<file path="config.mk">
export PLATFORM = sky130hd
export DESIGN_NAME = nanorv32_trace_rob
export DESIGN_NICKNAME = d
export VERILOG_FILES = /design/src/rtl/nanorv32_trace_pkg.sv /design/src/rtl/nanorv32_trace_idxq.sv /design/src/rtl/nanorv32_trace_rob.sv
export SDC_FILE = /design/constraint.sdc
export NUM_CORES = 2
export LEC_CHECK = 0
export CELL_PAD_IN_SITES_DETAIL_PLACEMENT = 2
export CELL_PAD_IN_SITES_GLOBAL_PLACEMENT = 2
export CORE_ASPECT_RATIO = 0.7
export CORE_UTILIZATION = 49
export DETAILED_ROUTE_END_ITERATION = 10
export PLACE_DENSITY_LB_ADDON = 0.1
export SYNTH_ARGS = -nofsm -noshare
export SYNTH_HDL_FRONTEND = slang
export SYNTH_HIERARCHICAL = 1
export SYNTH_SLANG_ARGS = --single-unit
</file>
<file path="constraint.sdc">
create_clock -name clk -period 43.4 [get_ports clk]
set_input_delay 8.68 -clock clk [delete_from_list [all_inputs] [get_ports clk]]
set_output_delay 8.68 -clock clk [all_outputs]
set_load 0.05 [all_outputs]
</file>
<file path="src/rtl/nanorv32_trace_pkg.sv">
// Shared definitions for the nanorv32 retirement-trace reorder buffer.
// Kind codes, record field widths and a constant clog2 helper.
package nanorv32_trace_pkg;

  localparam logic [1:0] TRK_ALU   = 2'd0;
  localparam logic [1:0] TRK_LOAD  = 2'd1;
  localparam logic [1:0] TRK_STORE = 2'd2;

  localparam int KIND_W = 2;
  localparam int RD_W   = 5;
  localparam int DROP_W = 8;

  function automatic int clog2(input int v);
    int r;
    r = 0;
    for (int i = 0; i < 31; i++)
      if ((1 << i) < v) r = i + 1;
    return r;
  endfunction

endpackage

</file>
<file path="src/rtl/nanorv32_trace_idxq.sv">
// Index FIFO holding buffer slots of outstanding loads/stores.
// Ports: push/push_idx, pop, head_idx, count, empty, full, flush.
module nanorv32_trace_idxq
  import nanorv32_trace_pkg::*;
#(
  parameter int DEPTH = 2,
  parameter int IDX_W = 3,
  localparam int AW = (DEPTH > 1) ? clog2(DEPTH) : 1,
  localparam int CW = AW + 1
) (
  input  logic             clk,
  input  logic             rst_n,
  input  logic             flush,
  input  logic             push,
  input  logic [IDX_W-1:0] push_idx,
  input  logic             pop,
  output logic [IDX_W-1:0] head_idx,
  output logic [CW-1:0]    count,
  output logic             empty,
  output logic             full
);

  logic [IDX_W-1:0] mem [DEPTH];
  logic [AW-1:0]    wp;
  logic [AW-1:0]    rp;
  logic             do_push;
  logic             do_pop;

  function automatic logic [AW-1:0] nxt(
    input logic [AW-1:0] p
  );
    return (p == AW'(DEPTH - 1)) ? '0 : p + AW'(1);
  endfunction

  assign empty    = (count == '0);
  assign full     = (count == CW'(DEPTH));
  assign do_push  = push && !full;
  assign do_pop   = pop && !empty;
  assign head_idx = mem[rp];

  always_ff @(posedge clk or negedge rst_n) begin
    if (!rst_n) begin
      wp    <= '0;
      rp    <= '0;
      count <= '0;
    end else if (flush) begin
      wp    <= '0;
      rp    <= '0;
      count <= '0;
    end else begin
      if (do_push) wp <= nxt(wp);
      if (do_pop)  rp <= nxt(rp);
      if (do_push && !do_pop)
        count <= count + CW'(1);
      else if (do_pop && !do_push)
        count <= count - CW'(1);
    end
  end

  always_ff @(posedge clk) begin
    if (do_push) mem[wp] <= push_idx;
  end

endmodule

</file>
<file path="src/rtl/nanorv32_trace_rob.sv">
// Retirement-trace reorder buffer: records retires in order, holds
// loads/stores until their bus transfer completes, drains on tr_*.
module nanorv32_trace_rob
  import nanorv32_trace_pkg::*;
#(
  parameter int DEPTH   = 8,
  parameter int MAX_OUT = 2,
  parameter int DATA_W  = 32,
  parameter int TS_W    = 32
) (
  input  logic              clk,
  input  logic              rst_n,
  input  logic              flush,
  input  logic              ret_valid,
  input  logic [DATA_W-1:0] ret_pc,
  input  logic [DATA_W-1:0] ret_instr,
  input  logic [KIND_W-1:0] ret_kind,
  input  logic              ret_wr_rd,
  input  logic [RD_W-1:0]   ret_rd,
  input  logic [DATA_W-1:0] ret_rd_wdata,
  input  logic [DATA_W-1:0] ret_addr,
  input  logic              dbus_done,
  input  logic [DATA_W-1:0] dbus_rdata,
  input  logic [DATA_W-1:0] dbus_wdata,
  output logic              tr_valid,
  input  logic              tr_ready,
  output logic [DATA_W-1:0] tr_pc,
  output logic [DATA_W-1:0] tr_instr,
  output logic [DATA_W-1:0] tr_data,
  output logic [DATA_W-1:0] tr_addr,
  output logic [KIND_W-1:0] tr_kind,
  output logic              tr_wr_rd,
  output logic [RD_W-1:0]   tr_rd,
  output logic [TS_W-1:0]   tr_ts,
  output logic              full,
  output logic              overflow,
  output logic              proto_err,
  output logic [DROP_W-1:0] drop_cnt
);

  localparam int AW  = clog2(DEPTH);
  localparam int CW  = AW + 1;
  localparam int QAW = (MAX_OUT > 1) ? clog2(MAX_OUT) : 1;
  localparam int QCW = QAW + 1;

  logic [DATA_W-1:0] e_pc    [DEPTH];
  logic [DATA_W-1:0] e_instr [DEPTH];
  logic [DATA_W-1:0] e_data  [DEPTH];
  logic [DATA_W-1:0] e_addr  [DEPTH];
  logic [KIND_W-1:0] e_kind  [DEPTH];
  logic              e_wr_rd [DEPTH];
  logic [RD_W-1:0]   e_rd    [DEPTH];
  logic [TS_W-1:0]   e_ts    [DEPTH];
  logic              e_done  [DEPTH];

  logic [AW-1:0]  wr_ptr;
  logic [AW-1:0]  rd_ptr;
  logic [CW-1:0]  count;
  logic [TS_W-1:0] ts;

  logic           is_mem;
  logic           alloc;
  logic           drop;
  logic           cmpl;
  logic           bad;
  logic           pop;
  logic [AW-1:0]  pend_head;
  logic [QCW-1:0] pend_cnt;
  logic           pend_empty;
  logic           pend_full;

  assign is_mem = (ret_kind == TRK_LOAD) ||
                  (ret_kind == TRK_STORE);

  // A full pending queue implies a memory entry is resident.
  assign full = (count == CW'(DEPTH)) ||
                (pend_cnt == QCW'(MAX_OUT));

  assign alloc = ret_valid && !full && !flush;
  assign drop  = ret_valid && full && !flush;
  assign cmpl  = dbus_done && !pend_empty && !flush;
  assign bad   = dbus_done && pend_empty && !flush;
  assign pop   = tr_valid && tr_ready && !flush;

  nanorv32_trace_idxq #(
    .DEPTH (MAX_OUT),
    .IDX_W (AW)
  ) u_pend (
    .clk      (clk),
    .rst_n    (rst_n),
    .flush    (flush),
    .push     (alloc && is_mem && !pend_full),
    .push_idx (wr_ptr),
    .pop      (cmpl),
    .head_idx (pend_head),
    .count    (pend_cnt),
    .empty    (pend_empty),
    .full     (pend_full)
  );

  always_ff @(posedge clk or negedge rst_n) begin
    if (!rst_n) begin
      wr_ptr    <= '0;
      rd_ptr    <= '0;
      count     <= '0;
      ts        <= '0;
      overflow  <= 1'b0;
      proto_err <= 1'b0;
      drop_cnt  <= '0;
    end else if (flush) begin
      wr_ptr    <= '0;
      rd_ptr    <= '0;
      count     <= '0;
      ts        <= '0;
      overflow  <= 1'b0;
      proto_err <= 1'b0;
      drop_cnt  <= '0;
    end else begin
      ts <= ts + TS_W'(1);
      if (alloc) wr_ptr <= wr_ptr + AW'(1);
      if (pop)   rd_ptr <= rd_ptr + AW'(1);
      if (alloc && !pop)
        count <= count + CW'(1);
      else if (pop && !alloc)
        count <= count - CW'(1);
      if (drop) begin
        overflow <= 1'b1;
        if (drop_cnt != '1)
          drop_cnt <= drop_cnt + DROP_W'(1);
      end
      if (bad) proto_err <= 1'b1;
    end
  end

  // Payload needs no reset: count gates every read.
  // A completion never targets wr_ptr (that slot is free).
  always_ff @(posedge clk) begin
    if (alloc) begin
      e_pc[wr_ptr]    <= ret_pc;
      e_instr[wr_ptr] <= ret_instr;
      e_addr[wr_ptr]  <= ret_addr;
      e_wr_rd[wr_ptr] <= ret_wr_rd;
      e_rd[wr_ptr]    <= ret_rd;
      e_ts[wr_ptr]    <= ts;
      e_data[wr_ptr]  <= ret_rd_wdata;
      e_kind[wr_ptr]  <= is_mem ? ret_kind : TRK_ALU;
      e_done[wr_ptr]  <= !is_mem;
    end
    if (cmpl) begin
      e_done[pend_head] <= 1'b1;
      e_data[pend_head] <=
        (e_kind[pend_head] == TRK_LOAD) ? dbus_rdata
                                        : dbus_wdata;
    end
  end

  assign tr_valid = (count != '0) && e_done[rd_ptr];
  assign tr_pc    = e_pc[rd_ptr];
  assign tr_instr = e_instr[rd_ptr];
  assign tr_data  = e_data[rd_ptr];
  assign tr_addr  = e_addr[rd_ptr];
  assign tr_kind  = e_kind[rd_ptr];
  assign tr_wr_rd = e_wr_rd[rd_ptr];
  assign tr_rd    = e_rd[rd_ptr];
  assign tr_ts    = e_ts[rd_ptr];

endmodule

</file>
==> impl_results.md <==
* Outcome: finished clean
* Count of clock tree sinks at 1414
* Wire length per cell at about 36 um
* YS warnings at 6
* Placed Area at 63000 sq um
* Hold Buf Count CTS at 0
* Largest net degree at the start of global routing at about 150
* Syn-to-layout area delta at 17.4%
* Grt met3 use at 4.91%
* Initial DRT Pass Iterations at 5
* Clock Latency Late Sink at 0.78 ns
* GRT Total Usage at 30.2%
* Clock Pin Slew Worst Setup and Hold Paths at 0.07 ns
* Final worst slack at around 30 ns
* Longest Clk Path Bufs at 3
* Slew @ Worst Pin at roughly 1.2 ns
* Max Slew Vio Count at 0
* Power density cells at 53.8 nW/um^2
* WP data required at between 30 and 40 ns
* DRC errors left at 0
* Top cells by count, synth: edfxtp_1 (1350), mux4_2 (338), mux2_2 (258)
* DRT Wirelength at 177000 um
* Largest cells by area after synthesis: edfxtp_1 (71%), mux4_2 (13%), mux2_2 (5.1%)
* Minimum clock period at 14.14 ns
* Syn Nets at 3110
* Total gr overflow at 0
* Dpl hpwl at a little under 100000 um
* Relative slew slack at 16.8%
* Ports at roughly 390
* CTS tree: done
* Mapped Cells at 2895
* Die H at 288 um
* Async set-reset flop share out of synthesis at 3.96%
* Unique masters post-synth at 61
* Vias in the first global route at approximately 34000
* Met1 Use GR at 39.0%
* Setup TNS at 0 ns
* Synthesized area per cell at about 20 sq um
* Number of CTS-inserted buffers at 139
* Static leakage at 21.2 nW
* Most frequent cell after synthesis: edfxtp_1
* Met2 Use GR at 53.0%
* Arr. time, crit path at roughly 5.5 ns
* 1st-iter DRT viols at 2785
* Global route hottest layer: met2
* Hold/Removal Path Class: reg -> reg
* Critical path type: reg -> out
* Area of the die at 119000 sq um
* Period Utilization, post-route at 32.6%
* Skew final at 0.0392 ns
* Crit-path max FO at 147
* Filler instances at 9457
* Final Hold Violating Endpoints at 0
* Initial antenna violation count at 11
* Crit. End Element: output pin
* Starting Density at approximately half
* Post-synth EDFFs at between 1000 and 1500
* Max VDD drop at around 51 uV
* Global-route wire length before repair at between 200000 and 300000 um
* Die Wd at 411 um
* Vias at 30900
* Post-Synthesis Cell Area at 57400 sq um
* FP Rows at 104
* Core Area at roughly 120000 sq um
* Pre-CTS WS at approximately 30 ns
* Synth area leader: edfxtp_1
* Port buffer count at between 300 and 400
* Final setup viols at 0
* RSZ-0062 raised after global routing: no
* Layout cells sized above 1 at 26.9%
* Routed Antenna Nets at 0
* Design area at ~67000 sq um
* Setup bufs post-CTS at 0
* Core Util, Final at 58.3%
* H-tree lvl count at 4
* Via density at 6.24
* Sequential area share after synthesis at 73.3%
* Final Wtd Congestion at between 0.7 and 0.8
* Fmax achieved at 0.0707 GHz
* Post-CTS Resized at 0
* WHS Path Cells at 2
* Max-cap check violation count at 0
* Tot Pwr at roughly 3.6 mW
* Layout net count at between 3000 and 4000
* Cell depth of the worst flop-to-flop path at 12
* Synth top area share at 70.6%
* Seq cells post-synth at 1414
* Synth Flop Type: edfxtp_1
* Startpoint Class: flip-flop
* CTS Root Cell: clkbuf_16
-- per-layer routing --
metal,vias to the layer above,part of all wire (%)
li1,12500,-
met4,8,2.5
met2,1148,52
met5,-,0.026
met1,16900,39
met3,255,5.7
-- path summary, 6_finish.rpt --
path / start / endpoint / slack, ns
worst max-delay path: rd_ptr[1] / tr_pc[18] / 29.26
worst min-delay path: e_done[7] / e_done[7] / 0.51
worst max register to register: rd_ptr[1] / count[3] / 37.20
worst min register to register: e_done[7] / e_done[7] / 0.51
max in group asynchronous: rst_n / rd_ptr[0] / 34.48
min in group asynchronous: rst_n / drop_cnt[3] / 8.18
-- final cells by class --
| class | count | area [sq um] | area share [%] |
|---|---|---|---|
| Clock buffer | 187 | 3880 | 5.75 |
| Inverter | 14 | 57.6 | 0.0854 |
| Multi-Input combinational cell | 1286 | 14600 | 21.6 |
| Sequential cell | 1414 | 42100 | 62.5 |
| Timing Repair Buffer | 436 | 4300 | 6.38 |
| Antenna cell | 5 | 12.5 | 0.0186 |
| Clock inverter | 64 | 577 | 0.856 |
| Tap cell | 1537 | 1920 | 2.85 |
-- per-stage QoR --
step | cells | hold WS [ns]
2_1_floorplan | 2895 | 0.436
3_3_place_gp | 4687 | 0.467
3_5_place_dp | 4687 | 0.498
4_1_cts | 4938 | 0.505
5_1_grt | 4941 | 0.563
6_report | 4943 | 0.511
-- cell families after synthesis --
group                      count (synthesis)  synth area share (%)
and+or+nand+nor                          379                  3.04
buffers and inverters                    195                  1.45
xor gates and xnor gates                  37                 0.588
adders and majority gates                  9                 0.209
muxes                                    640                  19.3
AOI/OAI and AO/OA                        221                  2.09
DFF                                     1414                  73.3
-- worst max-delay path: stages, from the launching register on --
cell,delay [ns]
dfrtp_4,1.17
buf_12,0.74
buf_4,0.93
mux4_2,0.43
mux2_2,0.31
clkdlybuf4s50_1,0.77
-- sequential cells by signal, summed over array words and instances (netlist names) --
name,cells
proto_err,1
e_data,256
e_rd,40
u_pend/mem,6
e_ts,256
drop_cnt,8
u_pend/count,2
e_done,8
e_pc,256
e_kind,16
count,4
e_addr,256
e_wr_rd,8
rd_ptr,3
u_pend/rp,1
e_instr,256
u_pend/wp,1
ts,32
overflow,1
wr_ptr,3
-- layout by cell type, fill, tap and decap left out, drive strengths merged, types with 36 or more instances in the layout --
| cell | n |
|---|---|
| mux2 | 266 |
| edfxtp | 1350 |
| a21oi | 191 |
| clkbuf | 187 |
| clkdlybuf4s50 | 383 |
| mux2i | 36 |
| clkinv | 48 |
| dfrtp | 56 |
| buf | 53 |
| mux4 | 338 |
| nor2 | 235 |
-- power breakdown --
| group | internal, mW | switching (mW) | leakage [nW] |
|---|---|---|---|
| combinational | 0.330 | 0.487 | 5.91 |
| clock | 0.683 | 0.548 | 2.19 |
| sequential | 1.55 | 0.0357 | 13.1 |
No activity file was read; power rests on OpenSTA's default activity.
==> edit 1 (same settings) <==
Reset style: synchronous (`rst_n`), changed in 2 clocked blocks.
--- a/src/rtl/nanorv32_trace_idxq.sv
+++ b/src/rtl/nanorv32_trace_idxq.sv
@@ -40,3 +40,3 @@
 
-  always_ff @(posedge clk or negedge rst_n) begin
+  always_ff @(posedge clk) begin
     if (!rst_n) begin
--- a/src/rtl/nanorv32_trace_rob.sv
+++ b/src/rtl/nanorv32_trace_rob.sv
@@ -100,3 +100,3 @@
 
-  always_ff @(posedge clk or negedge rst_n) begin
+  always_ff @(posedge clk) begin
     if (!rst_n) begin
Formal check against the unedited RTL: not equivalent (Yosys sat finds a counterexample within 4 cycles, from zero or initial values and one cycle with rst_n low; the reset may be asserted at any time).
==> edit 1 against the original RTL <==
The flow now stops in 3_5_place_dp. Area after synthesis is 4.9% higher.
==> edit 1: results <==
group,metric,value,unit
status,lastStage,"3_5_place_dp",
synth,synth_cell_type_count,55,
synth,ys_ff_latch,1418,
synth,synth_top_cell_by_area,"edfxtp_1",
synth,synth_fp_nets,3754,
placed_design,dpl.hpwl,117200,um
placed_design,port-buffer-count,385,
status,error,"[ERROR DPL-0033] detailed placement checks failed during check placement.",
synth,synth_edf_count,1350,
synth,synth_commonest_cells,"edfxtp_1 (1350), mux4_2 (338), nand3_1 (251), nand2_1 (233), nand4_1 (208)",
synth,yosysWarnings,6,
synth,synthTopCellsByArea,"edfxtp_1 (67%), mux4_2 (13%), mux2_2 (3.2%)",
synth,seq_area_frac_synth,69.55,%
placed_design,place_congestion,0.7655,
status,outcome,"stopped before the end",
synth,async_reset_ff_share,0,%
==> edit 1: kinds of logic after synthesis <==
family / count (synthesis) / share of synthesized area, %
AOI/OAI and AO/OA: 321 / 3.720
xor gates and xnor gates: 42 / 0.6106
adders and majority gates: 11 / 0.2409
DFF: 1418 / 69.55
buffers and inverters: 340 / 2.517
and+or+nand+nor: 879 / 7.234
muxes: 526 / 16.12
==> edit 1: through the flow <==
| step | instances | area (um^2) | setup slack (ns) | hold WS [ns] |
|---|---|---|---|---|
| 2_1_floorplan | 3537 | 60240 | 19.11 | 0.4358 |
| 3_3_place_gp | 5293 | 65350 | 29.27 | 0.4343 |
==> edit 2 (same settings) <==
Made on the original files. Change the parameter `DEPTH` from 8 to 4.
--- a/src/rtl/nanorv32_trace_rob.sv
+++ b/src/rtl/nanorv32_trace_rob.sv
@@ -5,3 +5,3 @@
 #(
-  parameter int DEPTH   = 8,
+  parameter int DEPTH   = 4,
   parameter int MAX_OUT = 2,
Function: not settled (the Yosys comparison gave no result); the edit may change what the design does.
==> edit 2 against the original RTL <==
The run now fails in 3_5_place_dp. Area after synthesis fell by 49%. Synthesized cell count fell by 46%.
==> edit 2: results <==
group,metric,value,unit
synth,synthTopCellsByArea,"edfxtp_1 (70%), mux4_2 (13%), dfrtp_1 (4.6%)",
synth,synth_top_area_share,69.66,%
synth,yosysWarnings,6,
synth,synth_commonest_cells,"edfxtp_1 (676), mux4_2 (170), nor2_1 (132), a21oi_1 (114), dfrtp_1 (53)",
placed_design,dpl.hpwl,60510,um
synth,synth_cell_type_count,57,
synth,synthXorXnorAreaFrac,0.5882,%
synth,synth.area.mux_share,14.66,%
status,outcome,"stopped before the end",
synth,synth_compound_area_share,3.456,%
status,lastStage,"3_5_place_dp",
synth,ys_ff_latch,733,
status,error,"[ERROR DPL-0033] detailed placement checks failed during check placement.",
synth,async_reset_ff_share,7.231,%
placed_design,place_congestion,0.7938,
synth,seq_area_frac_synth,74.48,%
placed_design,port-buffer-count,385,
synth,synth_edf_count,676,
synth,synth_fp_nets,1764,
synth,synthAdderAreaFrac,0.4122,%
[edit 2: cell families after synthesis]
family                   Yosys count
flip-flops                       733
AND/OR/NAND/NOR                  291
multiplexers                     213
AO/OA/AOI/OAI                    185
buffers and inverters            100
XOR/XNOR                          18
adder cells (fa/ha/maj)            9
[edit 2: stage by stage]
step              hold WS (ns)  setup slack (ns)  cells  area (um^2)
global placement        0.4935             30.76   2669        33790
floorplan               0.4655             29.65   1549        29140
